**config.mk**
```make
export PLATFORM = sky130hd
export DESIGN_NAME = adder_cla_pipe
export DESIGN_NICKNAME = d
export VERILOG_FILES = /design/src/rtl/adder_cla_pipe.sv
export SDC_FILE = /design/constraint.sdc
export NUM_CORES = 1
export LEC_CHECK = 0
export CAP_MARGIN = 20
export CORE_UTILIZATION = 60
export DETAILED_ROUTE_END_ITERATION = 12
export DONT_BUFFER_PORTS = 1
export MAX_ROUTING_LAYER = met4
export PLACE_DENSITY = 0.76
export SETUP_SLACK_MARGIN = 0.2
export SLEW_MARGIN = 20
export SYNTH_ARGS = -nofsm -noshare
export SYNTH_HDL_FRONTEND = slang
export SYNTH_SLANG_ARGS = --single-unit
```
**constraint.sdc**
```tcl
create_clock -name clk -period 3.9 [get_ports clk]
set_clock_uncertainty 0.05 [all_clocks]
set_input_delay 0.39 -clock clk [delete_from_list [all_inputs] [get_ports clk]]
set_output_delay 0.39 -clock clk [all_outputs]
set_load 0.1 [all_outputs]
```
**src/rtl/adder_cla_pipe.sv**
```systemverilog
// -----------------------------------------------------------------------------
// adder_cla_pipe
//   Pipelined carry-lookahead adder/subtractor. A WIDTH-bit operation is cut
//   into STAGE_BITS-wide slices, one slice per pipeline stage. Each slice is
//   built from 4-bit CLA groups with group generate/propagate lookahead. The
//   carry between slices is registered. Upper operand bits ride forward in
//   skew registers and resolved low sum bits ride forward in deskew registers,
//   so the result leaves the last stage aligned. Latency is WIDTH/STAGE_BITS
//   cycles and throughput is one beat per cycle. A single global stall holds
//   every stage while the output is valid and not taken.
//
//   Optional feature macro: ADDER_CLA_PIPE_OVF_EN (adds the ovf output).
//
// Ports
//   clk        rising-edge clock
//   rst        asynchronous active-high reset
//   in_valid   operand beat valid
//   in_ready   block can accept an operand beat (equals advance)
//   a, b       operands
//   ci         carry-in for add; ignored when sub=1
//   sub        0: a+b+ci   1: a-b (a + ~b + 1)
//   out_valid  result beat valid
//   out_ready  downstream accepts result
//   s          sum/difference, modulo 2^WIDTH
//   co         carry-out (bit WIDTH of the full sum); for sub, 1 = no borrow
//   ovf        signed overflow (only with ADDER_CLA_PIPE_OVF_EN)
// -----------------------------------------------------------------------------
module adder_cla_pipe #(
    parameter int WIDTH      = 16,
    parameter int STAGE_BITS = 4
) (
    input  logic             clk,
    input  logic             rst,
    input  logic             in_valid,
    output logic             in_ready,
    input  logic [WIDTH-1:0] a,
    input  logic [WIDTH-1:0] b,
    input  logic             ci,
    input  logic             sub,
    output logic             out_valid,
    input  logic             out_ready,
    output logic [WIDTH-1:0] s,
    output logic             co
`ifdef ADDER_CLA_PIPE_OVF_EN
    ,
    output logic             ovf
`endif
);

    localparam int L  = WIDTH / STAGE_BITS;
    localparam int NG = STAGE_BITS / 4;

    // One STAGE_BITS slice: bit g/p, 4-bit group G/P, lookahead across the
    // groups, then lookahead inside each group from its group carry. Every
    // carry is a flat sum-of-products of g/p terms, so nothing ripples.
    // Returns {carry_out, sum}.
    function automatic logic [STAGE_BITS:0] cla_slice(
        input logic [STAGE_BITS-1:0] x,
        input logic [STAGE_BITS-1:0] y,
        input logic                  cin
    );
        logic [STAGE_BITS-1:0] g, p, c;
        logic [NG-1:0]         gg, gp;
        logic [NG:0]           gc;
        logic                  acc, pp;
        g = x & y;
        p = x ^ y;
        for (int j = 0; j < NG; j++) begin
            acc = 1'b0;
            pp  = 1'b1;
            for (int i = 3; i >= 0; i--) begin
                acc = acc | (g[4*j+i] & pp);
                pp  = pp & p[4*j+i];
            end
            gg[j] = acc;
            gp[j] = pp;
        end
        gc[0] = cin;
        for (int j = 0; j < NG; j++) begin
            acc = 1'b0;
            pp  = 1'b1;
            for (int i = j; i >= 0; i--) begin
                acc = acc | (gg[i] & pp);
                pp  = pp & gp[i];
            end
            gc[j+1] = acc | (pp & cin);
        end
        for (int j = 0; j < NG; j++) begin
            for (int n = 0; n < 4; n++) begin
                acc = 1'b0;
                pp  = 1'b1;
                for (int i = n - 1; i >= 0; i--) begin
                    acc = acc | (g[4*j+i] & pp);
                    pp  = pp & p[4*j+i];
                end
                c[4*j+n] = acc | (pp & gc[j]);
            end
        end
        return {gc[NG], p ^ c};
    endfunction

    logic             advance;
    logic [WIDTH-1:0] b_eff;

    assign advance  = !out_valid || out_ready;
    assign in_ready = advance;
    assign b_eff    = b ^ {WIDTH{sub}};

    genvar k;
    generate
        for (k = 0; k < L; k++) begin : g_stg
            localparam int LO = k * STAGE_BITS;

            // Operand bits still to be resolved, current slice in the low bits.
            logic [WIDTH-LO-1:0]        op_a, op_b;
            logic                       c_in, v_in;
            logic [STAGE_BITS:0]        res;
            logic [LO+STAGE_BITS-1:0]   sum_nxt;
            logic                       vld_p, carry_p;
            logic [LO+STAGE_BITS-1:0]   sum_p;

            if (k == 0) begin : g_head
                assign op_a    = a;
                assign op_b    = b_eff;
                assign c_in    = sub | ci;
                assign v_in    = in_valid;
                assign sum_nxt = res[STAGE_BITS-1:0];
            end else begin : g_body
                assign op_a    = g_stg[k-1].g_skew.opa_p;
                assign op_b    = g_stg[k-1].g_skew.opb_p;
                assign c_in    = g_stg[k-1].carry_p;
                assign v_in    = g_stg[k-1].vld_p;
                assign sum_nxt = {res[STAGE_BITS-1:0], g_stg[k-1].sum_p};
            end

            assign res = cla_slice(op_a[STAGE_BITS-1:0], op_b[STAGE_BITS-1:0], c_in);

            // ---- stage k register boundary ----
            always_ff @(posedge clk or posedge rst) begin
                if (rst) begin
                    vld_p   <= 1'b0;
                    carry_p <= 1'b0;
                    sum_p   <= '0;
                end else if (advance) begin
                    vld_p   <= v_in;
                    carry_p <= res[STAGE_BITS];
                    sum_p   <= sum_nxt;
                end
            end

            if (k < L - 1) begin : g_skew
                logic [WIDTH-LO-STAGE_BITS-1:0] opa_p, opb_p;
                always_ff @(posedge clk or posedge rst) begin
                    if (rst) begin
                        opa_p <= '0;
                        opb_p <= '0;
                    end else if (advance) begin
                        opa_p <= op_a[WIDTH-LO-1:STAGE_BITS];
                        opb_p <= op_b[WIDTH-LO-1:STAGE_BITS];
                    end
                end
            end
        end
    endgenerate

    assign out_valid = g_stg[L-1].vld_p;
    assign s         = g_stg[L-1].sum_p;
    assign co        = g_stg[L-1].carry_p;

`ifdef ADDER_CLA_PIPE_OVF_EN
    // Carry into the MSB is recovered from the MSB sum bit: c = x ^ y ^ sum.
    logic msb_c;
    assign msb_c = g_stg[L-1].op_a[STAGE_BITS-1] ^ g_stg[L-1].op_b[STAGE_BITS-1]
                 ^ g_stg[L-1].res[STAGE_BITS-1];

    always_ff @(posedge clk or posedge rst) begin
        if (rst) begin
            ovf <= 1'b0;
        end else if (advance) begin
            ovf <= msb_c ^ g_stg[L-1].res[STAGE_BITS];
        end
    end
`endif

endmodule

```
**Yosys cells after proc, flatten, opt, wreduce, memory -nomap -nowiden**

Index checks and enable logic that the tools add are counted.

- Register bits: 96
- Input port bits: 38
- Output and inout bits: 19
- Word-level logic and storage cells: 138

- Bitwise gates (word level): 118
- Reduce and logical (&&, ||, !) cells: 2

Operators by type and width:

| cell | count |
|---|---|
| $and A1 B1 Y1 | 64 |
| $or A1 B1 Y1 | 41 |
| $xor A4 B4 Y4 | 8 |
| $and A4 B4 Y4 | 4 |
| $xor A16 B16 Y16 | 1 |
| $logic_not A1 Y1 | 1 |
| $logic_or A1 B1 Y1 | 1 |

**Longest topological paths before layout**

- Word-level depth: 7
- Mapped depth: 8
- Gate-level depth less buffers: 6

**Worst setup path before layout**

Ideal clock, no wire load.

- Path kind: register to output
- From: register g_stg[3].vld_p, in the netlist out_valid
- To: output in_ready
- Arrival time: 1.688 ns
- Required time: 3.460 ns
- Setup slack: 1.772 ns
- Stages on the path, launching flop included: 5
- Buffers on the path: 2
- Path through: dfrtp_1 nor2b_1 buf_2 inv_2 buf_2

- Word-level cells in the longest chain between the ends: 2

RTL lines:

| element | RTL line | text |
|---|---|---|
| start: declaration | 119 | `logic vld_p, carry_p;` |
| start signal: assignment | 145 | `vld_p <= v_in;` |
| $logic_not A1 Y1 | 105 | `assign advance = !out_valid \|\| out_ready;` |
| $logic_or A1 B1 Y1 | 105 |  |
| end: declaration | 35 | `output logic in_ready,` |

No other way between the ends.

**Worst setup path in the final report**

Ends and elaborated chain as after synthesis.

==> flow_metrics.py <==
metrics = {
    "status": {
        "status": "finished, final reports clean",
    },
    "floorplan": {
        "die_y_um": 86.3,
        "num_rows": 30,
        "core-area_um2": 6830,
        "initial_core_util_pct": 62.4,
        "die_w_um": 86.3,
        "die_area_um2": 7450,
        "num_io_pins": 57,
    },
    "synthesis": {
        "syn_area_per_cell_um2": 9.35,
        "yosysWarnings": 0,
        "synthMuxAreaShare_pct": 0,
        "syn_area_um2": 4260,
        "synth_simple_gate_area_share_pct": 20.2,
        "yosys_register_bits": 96,
        "synth_fa_ha_area_share_pct": 6.57,
        "synth_compound_area_share_pct": 8.04,
        "synth_top_family_by_area": "simple AND/OR/NAND/NOR gates",
        "yosysTopAreaCell": "dfrtp_1",
        "syn_inst": 456,
        "synth_area_leaders": "dfrtp_1, nand2_1, ha_1",
        "synth_nets": 514,
        "synth.distinct_cells": 26,
        "synth_top_area_share_pct": 56.3,
        "synth_xor_area_share_pct": 4.93,
        "seq_area_frac_synth_pct": 56.3,
    },
    "cts": {
        "cts_tree": "yes",
        "ctsRootBufferMaster": "clkbuf_8",
        "cts_resized": 0,
        "clk_pin_slew_ns": 0.08,
        "clock-sinks": 96,
        "post_cts_buffers": 0,
        "clock_latency_ns": 0.35,
        "cts_made_buffers": 9,
        "h-tree-depth": 3,
        "holdBufCountCts": 0,
        "cts_buffer_depth": 2,
    },
    "pwr": {
        "swShare_pct": 46.6,
        "p_int_uw": 2210,
        "vdd_drop_max_mv": 0.294,
        "power_density_nw_per_um2": 926,
        "p_seq_share_pct": 56.4,
        "p_leak_uw": 0.00224,
        "p_switching_uw": 1930,
        "clockPowerShare_pct": 14.6,
        "comb_power_share_pct": 28.9,
    },
    "flow_run": {
        "cap_violations": 0,
    },
    "route": {
        "first_pass_iters": 4,
        "ant_nets": 0,
        "avgRoutedWirePerCell_um": 12.4,
        "wl_um": 6770,
        "route.detailed.drc": 0,
        "vias_per_cell": 5.10,
        "drt_iter0_markers": 241,
        "via_count": 2791,
    },
    "sta": {
        "min_period_over_period_pct": 67.6,
        "setup_viol": 0,
        "worst_slew_pin_slew_ns": 0.964,
        "rsz0062_at_grt": "no",
        "fmax_ghz": 0.379,
        "hold_viol_final": 0,
        "whs_ns": 0.0455,
        "drv_slew": 0,
        "fin_tns_setup_ns": 0,
        "finalCriticalPeriod_ns": 2.64,
        "slew_headroom_pct": 35.7,
    },
    "setup_path": {
        "r2r_start": "out_valid",
        "crit_arrival_ns": 2.20,
        "worstSetupStartpoint": "out_valid",
        "cpMostUsedCell": "buf_4",
        "crit_type": "flip-flop to output port",
        "cp_max_fo": 50,
        "required_ns": 3.46,
        "worstPathCellList": "buf_4, nor2b_4, clkinv_2, buf_4",
        "endpoint_kind": "output port",
        "max_stage_delay_ns": 0.51,
        "cp_slowest_cell": "buf_4",
        "startpoint_type": "flip-flop",
    },
    "global_routing": {
        "grt_pass1_vias": 2605,
        "gr-total-overflow": 0,
        "grt_max_degree": 107,
        "grtUsageTotal_pct": 21.3,
        "grt_pass1_wl_um": 11900,
        "antenna_found_initial": 0,
    },
    "placement": {
        "io_buffers": 0,
        "place_congestion": 0.769,
        "dp_hpwl_um": 4480,
        "placed_cells": 534,
    },
    "layout": {
        "final_cells": 547,
        "syn_to_final_growth_pct": 4.78,
        "nets": 507,
        "n_fill_cell": 566,
        "insertedDiodeCount": 0,
        "drive_gt1_share_pct": 4.66,
    },
    "min_path": {
        "hold_path_class": "primary input to asynchronous set/reset pin",
    },
}
[cell type report]
cell class	instances	area (um^2)	share of cell area (%)
sequential	96	2400	53.8
clock buffer	12	145	3.25
multi-input combinational	330	1700	38.1
timing repair buffer	5	37.5	0.840
clock inverter	1	30.0	0.672
tap	96	120	2.69
inverter	7	30.0	0.672
[worst max-delay path, delay by kind of cell, from the launching register on]
family / cells / cell delay (ns)
buffers and inverters: 3 / 1.29
flip-flops: 1 / 0.33
AND/OR/NAND/NOR: 1 / 0.22
[per-stage QoR]
step,util [%],instance area [um^2],total power (uW),worst slack (ns)
2_1_floorplan,-,4260,3320,0.955
3_3_place_gp,62.8,4290,3500,1.64
3_5_place_dp,62.8,4290,3560,1.61
4_1_cts,65.4,4470,4170,1.23
5_1_grt,65.4,4470,4450,1.12
6_report,65.4,4470,4140,1.26
[layer usage]
layer / up-vias / share of wire [%] / routed length, um / track usage [%]
met2: 59 / 43 / 2940 / 30.4
li1: 1428 / - / - / -
met3: 9 / 4.5 / 307 / 4.95
met4: 0 / 1.7 / 115 / 8.18
met1: 1295 / 50 / 3400 / 29.7
met5: - / 0 / 0 / -
[state kept, by name, summed over array words and instances (netlist names)]
register,cells
g_stg.g_skew.opa_p,24
out_valid,1
g_stg.carry_p,3
g_stg.g_skew.opb_p,24
s,16
co,1
g_stg.sum_p,24
g_stg.vld_p,3
[final timing paths]
path / to / slack, ns / cells past startpoint
worst max-delay path: in_ready / 1.26 / 4
worst min-delay path: s[15] / 0.05 / 1
worst max register to register: g_stg[2].g_skew.opa_p[0] / 1.66 / 6
worst min register to register: g_stg[2].sum_p[1] / 0.42 / 2
max in group asynchronous: g_stg[0].g_skew.opb_p[4] / 2.93 / 2
min in group clk: g_stg[0].g_skew.opa_p[8] / 0.10 / 2
[Yosys cell counts]
cell	number
a211oi_1	6
a21o_1	3
a21oi_1	12
buf_2	13
buf_4	8
buf_6	1
clkbuf_1	1
dfrtp_1	96
fa_1	4
ha_1	16
inv_1	6
inv_2	1
nand2_1	214
nand2b_1	2
nor2_1	8
nor2b_1	1
nor3_1	2
o21a_1	1
o21ai_0	25
o21ai_1	6
o21ai_2	1
o21bai_1	3
o31a_1	1
o31ai_2	1
xnor2_1	18
xor2_1	6
[kinds of logic after synthesis]
kind of cell | count (synthesis)
and+or+nand+nor | 227
DFF | 96
AOI/OAI and AO/OA | 59
buffers and inverters | 30
xor gates and xnor gates | 24
adders and majority gates | 20
[power groups by stage]
stage	sequential, uW	clock, uW	combinational (uW)
floorplan	2320	0	999
global placement	2340	0	1160
detailed placement	2360	0	1210
CTS	2340	623	1210
global route	2390	656	1410
finish	2330	605	1200
[layout by cell type (no fill, tap or decap), drive strengths merged]
cell    instances
buf             5
clkinv          1
xor2            6
inv             6
o31ai           1
o21bai          3
xnor2          18
ha             16
clkbuf         12
o21a            1
a211oi          6
o31a            1
a21o            3
nor2b           1
nand2b          2
dfrtp          96
bufinv          1
fa              4
o21ai          32
a21oi          12
nor3            2
nor2            8
nand2         214
Note: power is estimated with default switching activity, not from simulation.
